<file path="src/rtl/sysbus_arbiter.sv">
// Two-requester Sysbus read arbiter: grants whole transactions (request + BEATS beats) to IF or DM.
// Define SYSBUS_ARB_RR_EN for round-robin tie-breaking; otherwise DM wins ties.
module sysbus_arbiter #(
  parameter int BUS_DATA_WIDTH = 64,
  parameter int BUS_TAG_WIDTH  = 13,
  parameter int BEATS          = 8
) (
  input  logic                      clk,
  input  logic                      reset,
  input  logic                      if_reqcyc,
  input  logic [BUS_DATA_WIDTH-1:0] if_req,
  input  logic [BUS_TAG_WIDTH-1:0]  if_reqtag,
  output logic                      if_reqack,
  output logic                      if_respcyc,
  output logic [BUS_DATA_WIDTH-1:0] if_resp,
  output logic [BUS_TAG_WIDTH-1:0]  if_resptag,
  input  logic                      if_respack,
  input  logic                      dm_reqcyc,
  input  logic [BUS_DATA_WIDTH-1:0] dm_req,
  input  logic [BUS_TAG_WIDTH-1:0]  dm_reqtag,
  output logic                      dm_reqack,
  output logic                      dm_respcyc,
  output logic [BUS_DATA_WIDTH-1:0] dm_resp,
  output logic [BUS_TAG_WIDTH-1:0]  dm_resptag,
  input  logic                      dm_respack,
  output logic                      bus_reqcyc,
  output logic [BUS_DATA_WIDTH-1:0] bus_req,
  output logic [BUS_TAG_WIDTH-1:0]  bus_reqtag,
  input  logic                      bus_reqack,
  input  logic                      bus_respcyc,
  input  logic [BUS_DATA_WIDTH-1:0] bus_resp,
  input  logic [BUS_TAG_WIDTH-1:0]  bus_resptag,
  output logic                      bus_respack
);

  localparam int CW = $clog2(BEATS) + 1;
  localparam logic OWN_IF = 1'b0;
  localparam logic OWN_DM = 1'b1;

  typedef enum logic [1:0] {IDLE, REQ, RESP} state_e;

  state_e                    state_q, state_d;
  logic                      owner_q, owner_d;
  logic                      last_q, last_d;
  logic [BUS_DATA_WIDTH-1:0] addr_q, addr_d;
  logic [BUS_TAG_WIDTH-1:0]  tag_q, tag_d;
  logic [CW-1:0]             cnt_q, cnt_d;

  logic tie_dm, win_dm, own_respack, beat;

`ifdef SYSBUS_ARB_RR_EN
  assign tie_dm = (last_q == OWN_IF);
`else
  assign tie_dm = 1'b1;
`endif

  assign win_dm      = dm_reqcyc && (!if_reqcyc || tie_dm);
  assign own_respack = (owner_q == OWN_DM) ? dm_respack : if_respack;
  assign beat        = (state_q == RESP) && bus_respcyc && own_respack;

  always_ff @(posedge clk or negedge reset) begin
    if (!reset) begin
      state_q <= IDLE;
      owner_q <= OWN_IF;
      last_q  <= OWN_DM;
      addr_q  <= '0;
      tag_q   <= '0;
      cnt_q   <= '0;
    end else begin
      state_q <= state_d;
      owner_q <= owner_d;
      last_q  <= last_d;
      addr_q  <= addr_d;
      tag_q   <= tag_d;
      cnt_q   <= cnt_d;
    end
  end

  always_comb begin
    state_d = state_q;
    owner_d = owner_q;
    last_d  = last_q;
    addr_d  = addr_q;
    tag_d   = tag_q;
    cnt_d   = cnt_q;
    unique case (state_q)
      IDLE: if (if_reqcyc || dm_reqcyc) begin
        owner_d = win_dm ? OWN_DM : OWN_IF;
        addr_d  = win_dm ? dm_req : if_req;
        tag_d   = win_dm ? dm_reqtag : if_reqtag;
        cnt_d   = '0;
        state_d = REQ;
      end
      REQ: if (bus_reqack) state_d = RESP;
      RESP: if (beat) begin
        cnt_d = cnt_q + 1'b1;
        if (cnt_q == CW'(BEATS - 1)) begin
          last_d  = owner_q;
          state_d = IDLE;
        end
      end
      default: state_d = IDLE;
    endcase
  end

  // Outputs decode purely from state/owner so an async reset zeroes them at once.
  always_comb begin
    bus_reqcyc  = 1'b0;
    bus_req     = '0;
    bus_reqtag  = '0;
    bus_respack = 1'b0;
    if_reqack   = 1'b0;
    if_respcyc  = 1'b0;
    if_resp     = '0;
    if_resptag  = '0;
    dm_reqack   = 1'b0;
    dm_respcyc  = 1'b0;
    dm_resp     = '0;
    dm_resptag  = '0;
    if (state_q == REQ) begin
      bus_reqcyc = 1'b1;
      bus_req    = addr_q;
      bus_reqtag = tag_q;
      if (owner_q == OWN_DM) dm_reqack = bus_reqack;
      else                   if_reqack = bus_reqack;
    end
    if (state_q == RESP) begin
      bus_respack = own_respack;
      if (owner_q == OWN_DM) begin
        dm_respcyc = bus_respcyc;
        dm_resp    = bus_resp;
        dm_resptag = bus_resptag;
      end else begin
        if_respcyc = bus_respcyc;
        if_resp    = bus_resp;
        if_resptag = bus_resptag;
      end
    end
  end

endmodule

</file>
<file path="config.mk">
export PLATFORM = sky130hd
export DESIGN_NAME = sysbus_arbiter
export DESIGN_NICKNAME = d
export VERILOG_FILES = /design/src/rtl/sysbus_arbiter.sv
export SDC_FILE = /design/constraint.sdc
export NUM_CORES = 1
export LEC_CHECK = 0
export ABC_CLOCK_PERIOD_IN_PS = 2820
export BUFFER_PORTS_ARGS = -buffer_cell sky130_fd_sc_hd__buf_4
export CORE_AREA = 3 3 183 185
export CTS_BUF_LIST = sky130_fd_sc_hd__clkbuf_8
export CTS_CLUSTER_SIZE = 20
export DETAILED_ROUTE_END_ITERATION = 8
export DIE_AREA = 0 0 186 188
export PLACE_DENSITY = 0.52
export REMOVE_ABC_BUFFERS = 1
export SYNTH_ARGS = -nofsm -noshare
export SYNTH_HDL_FRONTEND = slang
export SYNTH_SLANG_ARGS = --single-unit
</file>
<file path="constraint.sdc">
create_clock -name clk -period 2.82 [get_ports clk]
set_clock_uncertainty 0.2 [all_clocks]
set_input_delay 0.141 -clock clk [delete_from_list [all_inputs] [get_ports clk]]
set_output_delay 0.141 -clock clk [all_outputs]
set_load 0.02 [all_outputs]
</file>
==> impl_metrics.csv, run 1 <==
group,metric,value,unit
status,run_status,"finished clean",
critical_path,cpPeakStageDelay,0.56,ns
finish,final_cell_count_no_fill,1663,
power_and_ir_drop,seqPwrFrac,25.4,%
critical_path,cp.arrival,2.16,ns
drt,vias_per_cell,4.323,
yosys,yosysWarnings,0,
floorplan,die_x,186,microns
finish,area_growth,102.2,%
critical_path,critical_path_buf_inv_count,2,
clock_tree,cts_tree,"done",
placed_design,dp_hpwl,24600,microns
timing,hold_slack,0.09238,ns
critical_path,cp_top_family,"simple AND/OR/NAND/NOR gates",
critical_path,reg2regPathDepth,4,
timing,setup_viol_count_final,0,
critical_path,crit_path_top_delay_cell,"nor2_4",
finish,fillCellCount,3365,
power_and_ir_drop,vdd_drop_max,0.2696,mV
finish,nets,1486,
clock_tree,clock_latency,0.36,ns
global_routing,overflow,0,
yosys,ys_seq_area_share,37.12,%
critical_path,worstPathRequired,2.48,ns
drt,drtAntennaViolNets,0,
clock_tree,cts-htree-levels,3,
timing,fmax,399.1,MHz
placed_design,post_dp_cell_area,9635,sq um
critical_path,cp-startpoint,"state_q[0]$_DFFE_PN0P_",
timing,timing.final.crit_share,88.86,%
timing,finalWorstSetupSlack,0.3141,ns
finish,final_cell_mix,"buf_4 (489), dlygate4sd3_1 (158), and2_1 (155)",
global_routing,first_global_vias,7223,
critical_path,cp_cell_sequence,"nand2b_1 -> nor2_4 -> buf_4 -> and2_1 -> buf_4",
critical_path,worst_setup_path_start_kind,"flip-flop",
placed_design,port_buffers,475,
drt,wl,31720,microns
power_and_ir_drop,internal_power,4486,uW
power_and_ir_drop,power,8168,uW
power_and_ir_drop,p_clk_share,12.3,%
critical_path,endpoint_kind,"primary output",
power_and_ir_drop,p_leak,0.005973,uW
finish,layout_commonest_cell,"buf_4",
clock_tree,clock_tree.buffer_depth,2,
placed_design,dpl.cell_count,1485,
yosys,mappedNetlistArea,5663,sq um
flow_run,drv_cap,0,
clock_tree,numCtsBuffers,9,
floorplan,num_rows,66,
global_routing,grt_usage,17.13,%
floorplan,die_h,188,microns
timing,drv_slew,0,
placed_design,place_congestion,0.8981,
timing,rsz0062_at_grt,"no",
drt,wl_per_cell,19.07,microns
critical_path,crit_fanout,31,
timing,hold_viol_final,0,
drt,dr.pass1.iters,4,
critical_path,r2r-end,"state_q[1]$_DFFE_PN0P_",
timing,worstMarginPinSlew,1.077,ns
yosys,syn_inst,653,
critical_path,cpMostUsedCell,"buf_4",
placed_design,pre_cts_slack,0.6717,ns
yosys,yosysUniqueCellTypes,31,
timing,slew_headroom,27.93,%
global_routing,grt_max_degree,57,
clock_tree,cts_sinks,84,
floorplan,design.die.area,34970,sq um
power_and_ir_drop,switchingPower,3682,uW
critical_path,r2r_setup_slack,0.42,ns
clock_tree,cts-root-buf,"clkbuf_8",
power_and_ir_drop,comb_power_share,62.3,%
floorplan,core_area,32210,sq um
clock_tree,clk_pin_slew,0.09,ns
power_and_ir_drop,sw_frac_of_total,45.08,%
drt,drc_errors,0,
yosys,ys_ff_latch,84,
min_path,hold_path_class,"input port to asynchronous set/reset pin",
timing,fin_crit,2.506,ns
drt,drt_iter0_drc,264,
clock_tree,cts_setup_buffers,0,
power_and_ir_drop,powerDensity,713.2,nW/um^2
drt,num_vias,7189,
critical_path,crit_end,"if_resp[49]",
floorplan,start_util,17.58,%
yosys,syn_area_per_cell,8.672,sq um
critical_path,r2r-start,"owner_q$_DFFE_PN0P_",
critical_path,cp_num_cells,5,
floorplan,ioPinCount,476,
finish,drive_gt1_share,41.33,%
global_routing,grt_pass1_wl,44980,microns
finish,final_area,11450,sq um
critical_path,path_class,"flip-flop to primary output",
global_routing,antenna_found_initial,6,
==> cell usage after synthesis <==
| cell type | n | area (sq um) |
|---|---|---|
| a2bb2oi_1 | 1 | 8.760 |
| nor2b_1 | 2 | 12.51 |
| buf_2 | 17 | 85.08 |
| and2_1 | 155 | 969.7 |
| nand2_1 | 5 | 18.77 |
| nor2_2 | 1 | 6.260 |
| or4b_1 | 1 | 10.01 |
| nand2b_1 | 3 | 18.77 |
| a22o_1 | 1 | 8.760 |
| ha_1 | 1 | 12.51 |
| nand3b_1 | 1 | 7.510 |
| nor2_4 | 1 | 11.26 |
| buf_4 | 6 | 45.04 |
| nand4b_1 | 1 | 8.760 |
| nor2_1 | 3 | 11.26 |
| o21ai_2 | 1 | 8.760 |
| and3_1 | 79 | 494.2 |
| dfrtp_1 | 84 | 2102 |
| a21boi_0 | 1 | 7.510 |
| or2_1 | 1 | 6.260 |
| clkbuf_1 | 44 | 165.2 |
| buf_6 | 2 | 22.52 |
| nor3_1 | 1 | 5.000 |
| inv_1 | 1 | 3.750 |
| or2_2 | 1 | 6.260 |
| mux2i_1 | 79 | 790.8 |
| o221ai_1 | 2 | 17.52 |
| o22ai_2 | 1 | 12.51 |
| o21ai_1 | 39 | 195.2 |
| o21ai_0 | 117 | 585.6 |
| nand3_1 | 1 | 5.000 |
==> flip-flops by register name, indices dropped and copies added, names as in the netlist <==
signal	flops
addr_q	64
cnt_q	4
owner_q	1
state_q	2
tag_q	13
==> final cells by class <==
class	instances	area (sq um)	area share [%]
Tap cell	408	510.5	4.458
Multi-Input combinational cell	499	3267	28.53
Inverter	1	3.754	0.03278
Antenna cell	4	10.01	0.08740
Timing Repair Buffer	651	5333	46.56
Clock buffer	10	137.6	1.202
Clock inverter	6	87.58	0.7648
Sequential cell	84	2103	18.37
==> through the flow <==
step / utilization [%] / TNS (ns)
global route: 35.54 / 0
global placement: 29.92 / 0
floorplan: - / -36.10
finish: 35.56 / 0
detailed placement: 29.92 / 0
CTS: 35.53 / 0
==> what timing repair did <==
action,CTS,global route
hold buffers,158,0
gates resized for setup,0,0
hold endpoints to repair,143,0
==> metal layers <==
metal,routed length [microns],GRT usage [%],vias up
li1,-,-,3438
met1,11790,18.29,3405
met2,16720,32.20,313
met3,2594,5.063,31
met4,599,4.984,2
met5,19,0,-
==> logic make-up (layout without fill, tap and decap cells) <==
group           after synthesis  count (layout)  synth area share (%)
simple gates                256             256                 28.10
compound gates              163             163                 14.91
fa+ha+maj                     1               1                0.2209
flops                        84              84                 37.12
mux                          79              79                 13.96
other cells                   0               4                     0
buf+inv                      70             668                 5.678
==> how the worst min path moves through the flow <==
| stage | end | depth (start not counted) | slack (ns) | startpoint |
|---|---|---|---|---|
| 3_3_place_gp | addr_q[30]$_DFFE_PN0P_ | 1 | -0.04 | reset |
| 2_1_floorplan | addr_q[0]$_DFFE_PN0P_ | 0 | -0.35 | reset |
| 3_5_place_dp | addr_q[30]$_DFFE_PN0P_ | 1 | -0.03 | reset |
| 4_1_cts | addr_q[30]$_DFFE_PN0P_ | 2 | 0.07 | reset |
| 6_report | addr_q[8]$_DFFE_PN0P_ | 2 | 0.09 | reset |
| 5_1_grt | addr_q[35]$_DFFE_PN0P_ | 2 | 0.1 | reset |
==> worst register-to-register path, stage by stage, from the launching register on <==
cell and delay (ns):
dfrtp_2 0.66, mux2i_1 0.62, o21ai_0 0.22, nand2_1 0.10, dlygate4sd3_1 0.54
==> power by group through the flow <==
| stage | Sequential [uW] | Combinational (uW) | Clock, uW |
|---|---|---|---|
| 6_report | 2080 | 5090 | 1000 |
| 3_3_place_gp | 2080 | 4920 | 0 |
| 5_1_grt | 2160 | 5530 | 1090 |
| 4_1_cts | 2080 | 5150 | 1050 |
| 3_5_place_dp | 2100 | 4920 | 0 |
| 2_1_floorplan | 2030 | 2490 | 0 |
(Power assumes the default switching activity.)
==> run 2, diff against run 1 <==
--- a/config.mk
+++ b/config.mk
@@ -7,12 +7,14 @@
 export LEC_CHECK = 0
 export ABC_CLOCK_PERIOD_IN_PS = 2820
 export BUFFER_PORTS_ARGS = -buffer_cell sky130_fd_sc_hd__buf_4
+export CAP_MARGIN = 20
 export CORE_AREA = 3 3 183 185
 export CTS_BUF_LIST = sky130_fd_sc_hd__clkbuf_8
 export CTS_CLUSTER_SIZE = 20
 export DETAILED_ROUTE_END_ITERATION = 8
 export DIE_AREA = 0 0 186 188
 export PLACE_DENSITY = 0.52
+export RECOVER_POWER = 100
 export REMOVE_ABC_BUFFERS = 1
 export SYNTH_ARGS = -nofsm -noshare
 export SYNTH_HDL_FRONTEND = slang
==> impl_metrics.csv, run 2 (synthesis gave the netlist of run 1 again) <==
group,metric,value,unit
status,run_status,"finished, violations left",
status,violations,"max-capacitance violations, max-slew violations",
global_routing,first_global_vias,7223,
power_and_ir_drop,powerDensity,710.4,nW/um^2
floorplan,start_util,17.58,%
timing,setup_viol_count_final,0,
finish,fillCellCount,3487,
drt,dr.pass1.iters,4,
critical_path,crit_fanout,31,
global_routing,grt_pass1_wl,44980,microns
critical_path,crit_path_top_delay_cell,"nor2_4",
finish,area_growth,93.64,%
critical_path,endpoint_kind,"primary output",
clock_tree,cts-htree-levels,3,
finish,final_cell_mix,"buf_4 (361), dlygate4sd3_1 (158), o21ai_0 (140)",
floorplan,num_rows,66,
timing,slew_headroom,-3.856,%
timing,hold_viol_final,0,
critical_path,path_class,"flip-flop to primary output",
clock_tree,cts_setup_buffers,0,
clock_tree,cts_tree,"done",
global_routing,grt_max_degree,57,
global_routing,antenna_found_initial,6,
clock_tree,cts_sinks,84,
critical_path,worstPathRequired,2.48,ns
clock_tree,numCtsBuffers,9,
finish,multi_input_area,3246,sq um
critical_path,cp.arrival,2.25,ns
drt,wl_per_cell,19.12,microns
floorplan,design.die.area,34970,sq um
clock_tree,cts-root-buf,"clkbuf_8",
timing,drv_slew,39,
flow_run,drv_cap,1,
clock_tree,clk_pin_slew,0.08,ns
timing,finalWorstSetupSlack,0.2272,ns
finish,layout_commonest_cell,"buf_4",
finish,drive_gt1_share,31.81,%
finish,seqCellArea,2103,sq um
drt,drt_iter0_drc,245,
floorplan,die_x,186,microns
clock_tree,clock_tree.buffer_depth,2,
finish,nets,1486,
finish,top_register,"addr_q",
critical_path,cpPeakStageDelay,0.57,ns
clock_tree,cts_resized,0,
critical_path,r2r-start,"state_q[0]$_DFFE_PN0P_",
timing,worstMarginPinSlew,1.558,ns
critical_path,cp_cell_sequence,"nand2b_1 -> nor2_4 -> clkbuf_1 -> and2_1 -> clkbuf_1",
critical_path,r2r-end,"cnt_q[2]$_DFFE_PN0P_",
drt,num_vias,7174,
critical_path,worst_setup_path_start_kind,"flip-flop",
finish,top_regs,"addr_q (64), tag_q (13), cnt_q (4)",
placed_design,place_congestion,0.8981,
timing,fmax,385.7,MHz
drt,drtAntennaViolNets,0,
min_path,hold_path_class,"input port to flip-flop",
timing,fin_crit,2.593,ns
timing,timing.final.crit_share,91.94,%
floorplan,ioPinCount,476,
finish,largest_register_ffs,64,
global_routing,overflow,0,
min_path,min_to,"cnt_q[3]$_DFFE_PN0P_",
placed_design,post_dp_cell_area,9635,sq um
global_routing,grt_usage,17.13,%
critical_path,cpMostUsedCell,"clkbuf_1",
min_path,min_from,"bus_respcyc",
placed_design,port_buffers,475,
power_and_ir_drop,p_leak,0.005388,uW
timing,hold_slack,0.1116,ns
drt,wl,31790,microns
clock_tree,ctsHoldBuffers,158,
placed_design,dp_hpwl,24600,microns
placed_design,dpl.cell_count,1485,
floorplan,die_h,188,microns
drt,drc_errors,0,
finish,fin_util,34.05,%
critical_path,reg2regPathDepth,3,
clock_tree,clock_latency,0.36,ns
critical_path,r2r_setup_slack,0.38,ns
finish,final_cell_count_no_fill,1663,
power_and_ir_drop,vdd_drop_max,0.2579,mV
min_path,whs_path_depth,4,
timing,rsz0062_at_grt,"no",
drt,vias_per_cell,4.314,
placed_design,pre_cts_slack,0.6717,ns
finish,final_area,10970,sq um
floorplan,core_area,32210,sq um
[run 2: final cells by class]
cell class | count | share of cell area [%]
Sequential cell | 84 | 19.18
Tap cell | 408 | 4.655
Clock buffer | 10 | 1.255
Antenna cell | 4 | 0.09128
Timing Repair Buffer | 651 | 44.39
Multi-Input combinational cell | 499 | 29.60
Clock inverter | 6 | 0.7987
Inverter | 1 | 0.03423
[run 2: layer usage]
metal  vias up  track usage [%]  wire length (microns)
li1       3434                -                      -
met1      3386            18.29                  11890
met2       321            32.20                  16640
met3        31            5.063                   2639
met4         2            4.984                    609
met5         -                0                     19
[run 2: power by group]
part | switching (uW) | internal [uW] | total (uW)
Sequential | 296 | 1780 | 2070
Clock | 478 | 523 | 1000
Combinational | 2880 | 1830 | 4720
[run 2: worst max path at each step]
stage,to,start,slack (ns),depth (start not counted)
detailed placement,if_respcyc,state_q[0]$_DFFE_PN0P_,0.67,5
CTS,if_respcyc,state_q[0]$_DFFE_PN0P_,0.22,5
global placement,if_respcyc,state_q[0]$_DFFE_PN0P_,0.68,5
finish,if_resptag[7],state_q[0]$_DFFE_PN0P_,0.23,5
global route,bus_req[63],state_q[0]$_DFFE_PN0P_,0.04,4
floorplan,if_reqack,state_q[1]$_DFFE_PN0P_,-0.45,3
[run 2: per-stage QoR]
stage          TNS (ns)  power (uW)
3_5_place_dp          0        7028
2_1_floorplan    -36.10        4524
5_1_grt               0        8408
4_1_cts               0        8287
3_3_place_gp          0        6992
6_report              0        7790
[run 2: worst max-delay path: cells and delay by family, from the launching register on]
family                 cells  cell delay [ns]
buffers and inverters      2             0.49
and+or+nand+nor            3             0.96
DFF                        1             0.45
